$ cat config.mk
export PLATFORM = sky130hd
export DESIGN_NAME = regsel_seq
export DESIGN_NICKNAME = d
export VERILOG_FILES = /design/src/rtl/regsel_pkg.sv /design/src/rtl/regsel_seq_decode.sv /design/src/rtl/regsel_seq.sv
export SDC_FILE = /design/constraint.sdc
export NUM_CORES = 1
export LEC_CHECK = 0
export CORE_ASPECT_RATIO = 0.8
export CORE_UTILIZATION = 35
export DETAILED_ROUTE_END_ITERATION = 7
export PLACE_DENSITY = 0.77
export SKIP_LAST_GASP = 1
export SLEW_MARGIN = 20
export SYNTH_ARGS = -nofsm -noshare
export SYNTH_HDL_FRONTEND = slang
export SYNTH_SLANG_ARGS = --single-unit
$ cat constraint.sdc
create_clock -name clk -period 2.55 [get_ports clk]
set_clock_uncertainty 0.1 [all_clocks]
set_input_delay 0.255 -clock clk [delete_from_list [all_inputs] [get_ports clk]]
set_output_delay 0.255 -clock clk [all_outputs]
set_load 0.005 [all_outputs]
$ cat src/rtl/regsel_pkg.sv
// rtl/regsel_pkg.sv - command, source-select codes and state enum for regsel_seq
// REGSEL_SEQ_SWAP_EN selects the SWAP states; otherwise cmd=11 maps to ST_ILL.
package regsel_pkg;

   localparam logic [1:0] CMD_MOV  = 2'b00;
   localparam logic [1:0] CMD_ALU1 = 2'b01;
   localparam logic [1:0] CMD_ALU2 = 2'b10;
   localparam logic [1:0] CMD_SWAP = 2'b11;

   localparam logic [1:0] SRC_USEQ = 2'b00;
   localparam logic [1:0] SRC_OP0  = 2'b01;
   localparam logic [1:0] SRC_OP1  = 2'b10;
   localparam logic [1:0] SRC_OP2  = 2'b11;

   localparam logic LSRC_USEQ = 1'b0;
   localparam logic LSRC_OP0  = 1'b1;

   typedef enum logic [3:0] {
      ST_IDLE,
      ST_XFER,
      ST_RDA,
      ST_RDB,
      ST_WB,
`ifdef REGSEL_SEQ_SWAP_EN
      ST_TMP,
      ST_MOVE,
      ST_REST
`else
      ST_ILL
`endif
   } state_t;

endpackage

$ cat src/rtl/regsel_seq_decode.sv
// rtl/regsel_seq_decode.sv - Moore decode from sequencer state to regSel strobes and selects
// REGSEL_SEQ_SWAP_EN enables the SWAP states and the tmp register strobes.
module regsel_seq_decode
   import regsel_pkg::*;
(
   input  state_t     state,
`ifdef REGSEL_SEQ_SWAP_EN
   input  logic [2:0] op1,
`endif
   output logic       busy,
   output logic       done,
   output logic       err,
   output logic       oe,
   output logic       load,
   output logic [1:0] oeSourceSel,
   output logic       loadSourceSel,
   output logic [2:0] useqRegSelOe,
   output logic [2:0] useqRegSelLoad,
   output logic       aluALoad,
   output logic       aluBLoad,
   output logic       aluOe,
   output logic       tmpLoad,
   output logic       tmpOe
);

   always_comb begin
      busy           = (state != ST_IDLE);
      done           = 1'b0;
      err            = 1'b0;
      oe             = 1'b0;
      load           = 1'b0;
      oeSourceSel    = SRC_USEQ;
      loadSourceSel  = LSRC_USEQ;
      useqRegSelOe   = 3'd0;
      useqRegSelLoad = 3'd0;
      aluALoad       = 1'b0;
      aluBLoad       = 1'b0;
      aluOe          = 1'b0;
      tmpLoad        = 1'b0;
      tmpOe          = 1'b0;
      case (state)
         ST_XFER: begin
            oe            = 1'b1;
            oeSourceSel   = SRC_OP1;
            load          = 1'b1;
            loadSourceSel = LSRC_OP0;
            done          = 1'b1;
         end
         ST_RDA: begin
            oe          = 1'b1;
            oeSourceSel = SRC_OP1;
            aluALoad    = 1'b1;
         end
         ST_RDB: begin
            oe          = 1'b1;
            oeSourceSel = SRC_OP2;
            aluBLoad    = 1'b1;
         end
         ST_WB: begin
            aluOe         = 1'b1;
            load          = 1'b1;
            loadSourceSel = LSRC_OP0;
            done          = 1'b1;
         end
`ifdef REGSEL_SEQ_SWAP_EN
         ST_TMP: begin
            oe          = 1'b1;
            oeSourceSel = SRC_OP0;
            tmpLoad     = 1'b1;
         end
         ST_MOVE: begin
            oe            = 1'b1;
            oeSourceSel   = SRC_OP1;
            load          = 1'b1;
            loadSourceSel = LSRC_OP0;
         end
         // Restore op0's old value into op1 via the microsequencer load path
         ST_REST: begin
            tmpOe          = 1'b1;
            load           = 1'b1;
            loadSourceSel  = LSRC_USEQ;
            useqRegSelLoad = op1;
            done           = 1'b1;
         end
`else
         ST_ILL: begin
            done = 1'b1;
            err  = 1'b1;
         end
`endif
         default: ;
      endcase
   end

endmodule

$ cat src/rtl/regsel_seq.sv
// rtl/regsel_seq.sv - multi-cycle regSel command sequencer: FSM register and operand latches
// REGSEL_SEQ_SWAP_EN enables the SWAP command; otherwise cmd=11 reports err.
module regsel_seq
   import regsel_pkg::*;
(
   input  logic       clk,
   input  logic       reset,
   input  logic       start,
   input  logic [1:0] cmd,
   input  logic [2:0] op0_in,
   input  logic [2:0] op1_in,
   input  logic [2:0] op2_in,
   output logic       busy,
   output logic       done,
   output logic       err,
   output logic [2:0] op0,
   output logic [2:0] op1,
   output logic [2:0] op2,
   output logic       oe,
   output logic       load,
   output logic [1:0] oeSourceSel,
   output logic       loadSourceSel,
   output logic [2:0] useqRegSelOe,
   output logic [2:0] useqRegSelLoad,
   output logic       aluALoad,
   output logic       aluBLoad,
   output logic       aluOe,
   output logic       tmpLoad,
   output logic       tmpOe
);

   state_t     state;
   state_t     state_next;
   logic [1:0] cmd_q;
   logic       accept;

   assign accept = (state == ST_IDLE) && start;

   always_ff @(posedge clk or posedge reset) begin
      if (reset) begin
         state <= ST_IDLE;
         cmd_q <= CMD_MOV;
         op0   <= 3'd0;
         op1   <= 3'd0;
         op2   <= 3'd0;
      end else begin
         state <= state_next;
         if (accept) begin
            cmd_q <= cmd;
            op0   <= op0_in;
            op1   <= op1_in;
            op2   <= op2_in;
         end
      end
   end

   always_comb begin
      state_next = state;
      case (state)
         ST_IDLE: begin
            if (start) begin
               case (cmd)
                  CMD_MOV:  state_next = ST_XFER;
                  CMD_ALU1: state_next = ST_RDA;
                  CMD_ALU2: state_next = ST_RDA;
`ifdef REGSEL_SEQ_SWAP_EN
                  default:  state_next = ST_TMP;
`else
                  default:  state_next = ST_ILL;
`endif
               endcase
            end
         end
         // ALU1 and ALU2 share RDA and WB; only ALU2 reads a second operand
         ST_RDA:  state_next = (cmd_q == CMD_ALU2) ? ST_RDB : ST_WB;
         ST_RDB:  state_next = ST_WB;
`ifdef REGSEL_SEQ_SWAP_EN
         ST_TMP:  state_next = ST_MOVE;
         ST_MOVE: state_next = ST_REST;
`endif
         default: state_next = ST_IDLE;
      endcase
   end

   regsel_seq_decode u_decode (
      .state          (state),
`ifdef REGSEL_SEQ_SWAP_EN
      .op1            (op1),
`endif
      .busy           (busy),
      .done           (done),
      .err            (err),
      .oe             (oe),
      .load           (load),
      .oeSourceSel    (oeSourceSel),
      .loadSourceSel  (loadSourceSel),
      .useqRegSelOe   (useqRegSelOe),
      .useqRegSelLoad (useqRegSelLoad),
      .aluALoad       (aluALoad),
      .aluBLoad       (aluBLoad),
      .aluOe          (aluOe),
      .tmpLoad        (tmpLoad),
      .tmpOe          (tmpOe)
   );

endmodule

======== After elaboration in Yosys (flattened, before gate mapping) ========
Cells that the tools add are included.
W data, S select, Z words.
storage, ports and cells
  register bits after elaboration ......... 15
  logic and storage cells ................. 35
  output and inout bits ................... 28
cells by class
  equal/unequal tests ..................... 9
  mux-type cells .......................... 12
  reduce and logical (&&, ||, !) cells .... 9
operator list
  cell                  number
  $pmux W4 S3           1
  $eq A4 B2 Y1 const B  2
  $eq A4 B3 Y1 const B  2
  $mux W1               7
  $pmux W3 S2           1
  $reduce_or A2 Y1      3
  $reduce_or A3 Y1      2
  $eq A2 B2 Y1 const B  2
  $eq A4 B1 Y1 const B  1
  $logic_not A4 Y1      1
  $mux W4               1
  $pmux W2 S2           1
  $reduce_bool A4 Y1    1
  $mux W3               1
  $eq A2 B1 Y1 const B  1
  $logic_not A2 Y1      1
  $ne A2 B2 Y1 const B  1
  $logic_and A1 B1 Y1   1

======== Longest topological paths before layout ========
Gate-level depths: netlist (run 1).
  depth after elaboration ................. 5
  depth in mapped cells ................... 4
  mapped depth without buffers ............ 4

======== Hierarchy ========
A second synthesis (run 1) with hierarchy kept.
unflattened totals
  cells, all modules ...................... 65
  area total of the unflattened synthesis .. 790.8 sq um
by module, submodules not included
  module             times used  cells each  area an instance (sq um)
  regsel_seq         1           37          580.6
  regsel_seq_decode  1           28          210.2

======== Least setup slack after synthesis (run 1) ========
Ideal clock, no wire load.
  path type ............................... register to register
  start point ............................. register state[2]
  end point ............................... register cmd_q[0]
  period minus slack after synthesis ...... 1.483 ns
  library setup time ...................... 0.125 ns
  path slack .............................. 1.067 ns
  stages on the path, launching flop included .. 5
  data arrival time ....................... 1.258 ns
  buffers on the path ..................... 2
  required time ........................... 2.325 ns
  path through ............................ dfrtp_1 buf_2 nor4b_4 buf_4 mux2_2
on the way
  word-level cells in the longest chain between the ends .. 2
RTL lines
  what                    RTL line          text
  start, declared         regsel_seq.sv:32  state_t state;
  start signal, assigned  regsel_seq.sv:47  state <= state_next;
  $logic_not A4 Y1        regsel_seq.sv:37  assign accept = (state == ST_IDLE) && start;
  $logic_and A1 B1 Y1     regsel_seq.sv:37
  end signal, assigned    regsel_seq.sv:49  cmd_q <= cmd;
  end, declared           regsel_seq.sv:34  logic [1:0] cmd_q;
Every way passes these cells.
A chain may end at the register's enable or synchronous reset.

======== Worst setup path in the final report (run 1) ========
  start point ............................. register state[2]
  end point ............................... output err
on the way
  word-level cells in the longest chain between the ends .. 2
RTL lines
  what           RTL line                 text
  $eq A4 B3 Y1   regsel_seq_decode.sv:41  case (state)
  $mux W1        regsel_seq_decode.sv:41
  end, declared  regsel_seq.sv:15         output logic err,
Every way passes these cells.

==> results.json, run 1 <==
{
  "syn_inst": 66,
  "drcViolationCount": 0,
  "ant_nets": 0,
  "startpoint_type": "register",
  "die_w_um": 54.38,
  "ctsResizeCount": 0,
  "gp_congestion": 0.6890,
  "yosysTopAreaCellShare_pct": 45.60,
  "routed_wl_mm": 1.424,
  "dp_hpwl_mm": 1.131,
  "drt-pass1-iter-count": 2,
  "fillers": 189,
  "first_global_vias": 467,
  "drive_gt1_share_pct": 17.53,
  "final_max_slew_viol_count": 0,
  "grt_max_degree": 15,
  "rsz0062_at_grt": "no",
  "crit_type": "reg2out",
  "tritoncts": "built",
  "power.share.clock_pct": 13.6,
  "track_usage_pct": 13.50,
  "ys_types": 20,
  "layout.cells.most_common": "clkdlybuf4s50_1",
  "p_int_uw": 828.2,
  "area_growth_pct": 42.51,
  "grt_use_met3_pct": 5.263,
  "fin_nets": 114,
  "numCtsBuffers": 3,
  "most-common-layout-cells": "clkdlybuf4s50_1, dfrtp_1, mux2_2",
  "fmax_ghz": 0.4836,
  "met1_usage_pct": 18.54,
  "synth_area_per_cell_um2": 11.64,
  "fin_crit_ps": 2068,
  "num_vias": 537,
  "cp-end-kind": "output port",
  "wl_per_cell_um": 11.77,
  "whs_ps": 193.6,
  "cts.sinks": 14,
  "synth_area_leader_cell": "dfrtp_1",
  "grtUsageMet2_pct": 20.00,
  "path_clk_slew_ps": 90,
  "top_usage_layer": "met2",
  "synthTopCellsByArea": "dfrtp_1, mux2_2, buf_4",
  "synth-seq-cells": 14,
  "path_buf_inv": 2,
  "switchingPower_uw": 349.4,
  "worstPathCellList": "inv_1, nor3b_1, clkdlybuf4s50_1",
  "gr-total-overflow": 0,
  "cts_hold_buf": 0,
  "dpl_cell_area_mm2": 0.001059,
  "die-area_mm2": 0.002388,
  "sw_frac_of_total_pct": 29.67,
  "cts.htree.levels": 1,
  "outcome": "finished, final reports clean",
  "design_area_mm2": 0.001095,
  "post-route-period-util_pct": 81.09,
  "setup_viol": 0,
  "crit_family": "buffers and inverters",
  "num_io_pins": 42,
  "yosysSeqAreaShare_pct": 45.60,
  "slew_headroom_pct": 65.80,
  "core_area_mm2": 0.001979,
  "p_leak_uw": 0.0004922,
  "crit_fanout": 9,
  "rows": 14,
  "die_y_um": 43.91,
  "arrival_ps": 1710,
  "cts_root_buf": "clkbuf_4",
  "port_buffers": 33,
  "max-vdd-ir-drop_uv": 570.7,
  "critPathMaxStageDelay_ps": 550,
  "viasPerCell": 4.438,
  "power.share.sequential_pct": 35.9,
  "grt_pass1_wl_mm": 2.249,
  "tns_ps": 0,
  "start_util_pct": 38.81,
  "drt_iter0_drc": 3,
  "comb_power_share_pct": 50.6,
  "clockBufferDepth": 2,
  "worstPathRequired_ps": 2190,
  "slowest_stage": "dfrtp_1",
  "yosysWarnings": 0,
  "hold_viol": 0,
  "powerDensity_mw_per_mm2": 1076,
  "synth_area_um2": 768.2,
  "num_antenna_cells": 0,
  "worst_pin_slew_ps": 512.5,
  "hold_class": "in2async",
  "maxCapViolCount": 0,
  "antenna_found_initial": 0,
  "clock_latency_ps": 280,
  "post_cts_buffers": 0
}
power by group through the flow:
stage / logic (µW) / registers (µW) / clock network [µW]
2_1_floorplan: 321 / 390 / 0
3_3_place_gp: 588 / 421 / 0
3_5_place_dp: 604 / 431 / 0
4_1_cts: 605 / 425 / 166
5_1_grt: 642 / 443 / 177
6_report: 595 / 422 / 160
area by class of cell:
| type | instances | area, µm² | share of cell area, % |
|---|---|---|---|
| clock buffer | 4 | 36.28 | 3.314 |
| tap | 24 | 30.03 | 2.743 |
| inverter | 4 | 15.01 | 1.371 |
| timing repair buffer | 34 | 337.8 | 30.86 |
| sequential | 14 | 350.3 | 32.00 |
| multi-input combinational | 41 | 325.3 | 29.71 |
cell usage after synthesis:
| library cell | count |
|---|---|
| a21oi_1 | 2 |
| and3_1 | 1 |
| and3b_1 | 1 |
| buf_2 | 2 |
| buf_4 | 11 |
| buf_6 | 1 |
| conb_1 | 1 |
| dfrtp_1 | 14 |
| ha_1 | 2 |
| inv_1 | 4 |
| mux2_2 | 11 |
| nand2_1 | 1 |
| nor2_1 | 6 |
| nor3_1 | 1 |
| nor3b_1 | 2 |
| nor4b_4 | 1 |
| o211a_1 | 1 |
| or4b_1 | 1 |
| or4bb_1 | 2 |
| xnor2_1 | 1 |
through the flow:
step / total power (µW) / util, % / setup slack [ps] / instances
6_report: 1178 / 55.31 / 482.3 / 121
5_1_grt: 1262 / 55.31 / 346.1 / 121
4_1_cts: 1196 / 55.31 / 466.9 / 121
3_5_place_dp: 1035 / 53.48 / 639.0 / 117
3_3_place_gp: 1009 / 53.48 / 658.8 / 117
2_1_floorplan: 710.4 / - / 1067 / 73
per-layer routing:
layer	vias to the layer above	routed length [µm]
li1	263	-
met1	254	647
met2	20	700
met3	0	75
met4	0	0
met5	-	0
cell families (layout without fill, tap and decap cells):
family          Yosys count  after routing  synth area share (%)
mux                      11             11                 16.12
compound gates            3              3                 2.606
flops                    14             14                 45.60
buf+inv                  18             42                 15.47
other cells               1              8                0.4881
xor+xnor                  1              1                 1.140
fa+ha+maj                 2              2                 3.257
simple gates             16             16                 15.31
path summary, 6_finish.rpt:
kind	startpoint	to	slack (ps)	cells after the start
worst max-delay path	state[2]	err	480	3
worst min-delay path	reset	op0[1]	190	2
worst max register to register	state[0]	op0[0]	920	3
worst min register to register	op1[0]	op1[0]	410	1
max in group asynchronous	reset	cmd_q[0]	1810	2
min in group clk	op1[0]	op1[0]	410	1
flip-flops by register name (all words and copies together) (netlist names):
signal,cells
op0,3
state,3
op2,3
cmd_q,2
op1,3
Power figures use the tool's default switching activity.
==> run 2, diff against run 1 <==
clock period = 2 ns   (was 2.55 ns; I/O delays follow)
==> run 2 against run 1 <==
- cell count did not move
- wire length decreased by 8.6%
- clock power up 22%
- critical endpoint is now aluBLoad
- critical path depth unchanged
- cell area grew 0.34%
- clock-buffer cell count is the same
- via count up 0.37%
- sequential power grew 28%
- utilization increased by 0.19 points
- first-iteration DRC count unchanged
- die area unchanged
- critical path type unchanged
- global-route usage shrank 1.9 points
==> results.json, run 2 (synthesis gave the netlist of run 1 again) <==
{
  "die-area_mm2": 0.002388,
  "drive_gt1_share_pct": 20.62,
  "die_w_um": 54.38,
  "drt-pass1-iter-count": 3,
  "hold_viol": 0,
  "crit_type": "reg2out",
  "drt_iter0_drc": 3,
  "worstPathRequired_ps": 1700,
  "viasPerCell": 4.455,
  "max-vdd-ir-drop_uv": 679.3,
  "grt_pass1_wl_mm": 1.952,
  "top_layer_used": "met3",
  "arrival_ps": 1590,
  "clock_latency_ps": 270,
  "gr-total-overflow": 0,
  "ant_nets": 0,
  "routed_wl_mm": 1.301,
  "wl_per_cell_um": 10.75,
  "crit_fanout": 9,
  "num_vias": 539,
  "cts_root_buf": "clkbuf_4",
  "clockBufferDepth": 2,
  "cp-end-kind": "output port",
  "critPathMaxStageDelay_ps": 510,
  "slowest_stage": "clkdlybuf4s50_1",
  "grt_max_degree": 15,
  "fin_crit_ps": 1894,
  "numCtsBuffers": 3,
  "wl_met3_um": 63,
  "gp_congestion": 0.7569,
  "power.total_uw": 1483,
  "worst_pin_slew_ps": 507.1,
  "first_global_vias": 430,
  "fin_nets": 114,
  "rows": 14,
  "cts.sinks": 14,
  "tritoncts": "built",
  "port_buffers": 33,
  "met1_length_um": 651,
  "outcome": "finished, final reports clean",
  "fmax_ghz": 0.5279,
  "p_leak_uw": 0.0004878,
  "powerDensity_mw_per_mm2": 1350,
  "die_y_um": 43.91,
  "track_usage_pct": 11.56,
  "core_area_mm2": 0.001979,
  "area_growth_pct": 43.00,
  "drcViolationCount": 0,
  "layout.cells.most_common": "clkdlybuf4s50_1",
  "startpoint_type": "register",
  "hold_class": "in2async",
  "rsz0062_at_grt": "no",
  "worstPathCellList": "inv_1, and3_1, clkdlybuf4s50_1",
  "dp_hpwl_mm": 1.024,
  "path_clk_slew_ps": 80,
  "slew_headroom_pct": 66.16,
  "antenna_found_initial": 0,
  "cts_hold_buf": 0,
  "wl_met2_um": 587,
  "post-route-period-util_pct": 94.72,
  "tns_ps": 0,
  "maxCapViolCount": 0,
  "setup_viol": 0,
  "fillers": 184,
  "fin_util_pct": 55.50,
  "r2r_slack_ps": 430,
  "start_util_pct": 38.81,
  "num_antenna_cells": 0,
  "final_max_slew_viol_count": 0,
  "most-common-layout-cells": "clkdlybuf4s50_1, mux2_2, dfrtp_1",
  "num_io_pins": 42,
  "cts.htree.levels": 1
}
run 2: cell count changes in the layout (fill, tap and decap cells not counted):
| cell | previous run | this run |
|---|---|---|
| dfrtp_1 | 14 | 11 |
| dfrtp_2 | 0 | 3 |
run 2: layout make-up:
type	instances	area, µm²	share of cell area (%)
Sequential cell	14	354.1	32.23
Tap cell	24	30.03	2.733
Inverter	4	15.01	1.367
Clock buffer	4	36.28	3.303
Timing Repair Buffer	34	337.8	30.75
Multi-Input combinational cell	41	325.3	29.61
run 2: what timing repair did:
| action | in CTS | in global routing |
|---|---|---|
| endpoints found under the setup margin | 1 | 5 |
| resized for setup | 1 | 2 |
| buffers inserted | 0 | 0 |
| endpoints found under the hold margin | 0 | 0 |
run 2: power by group:
group | internal, µW | switching, µW
Sequential | 422 | 117
Combinational | 528 | 221
Clock | 111 | 84.8
run 2: worst paths after layout:
kind | from | depth (start not counted) | end
max | state[2] | 3 | aluBLoad
min | reset | 2 | op2[0]
max reg2reg | state[0] | 3 | op0[1]
min reg2reg | cmd_q[1] | 1 | cmd_q[1]
max in group asynchronous | reset | 2 | state[2]
min in group clk | cmd_q[1] | 1 | cmd_q[1]
run 2: worst max-delay path, delay by kind of cell, from the launching register on:
family,cells,cell delay [ps]
DFF,1,480
and+or+nand+nor,1,190
buffers and inverters,2,650
run 2: per-layer routing:
layer | vias up | GRT usage (%)
met5 | - | 0
met4 | 0 | 1.538
met3 | 0 | 5.263
met2 | 20 | 17.07
met1 | 251 | 15.93
li1 | 268 | -
run 2: through the flow:
stage / hold slack (ps) / cell area, µm² / worst slack [ps] / instances
floorplan: -10.78 / 794.5 / 517.1 / 73
global placement: 387.0 / 1059 / 150.5 / 117
detailed placement: 388.8 / 1059 / 127.2 / 117
CTS: 157.5 / 1096 / 57.48 / 121
global route: 197.4 / 1099 / 13.20 / 121
finish: 143.4 / 1099 / 105.6 / 121
==> run 3, diff against run 2 <==
SLEW_MARGIN = default   (was 20)
==> results of run 3 <==
No change in the layout: final DEF, timing and power equal those of run 2.
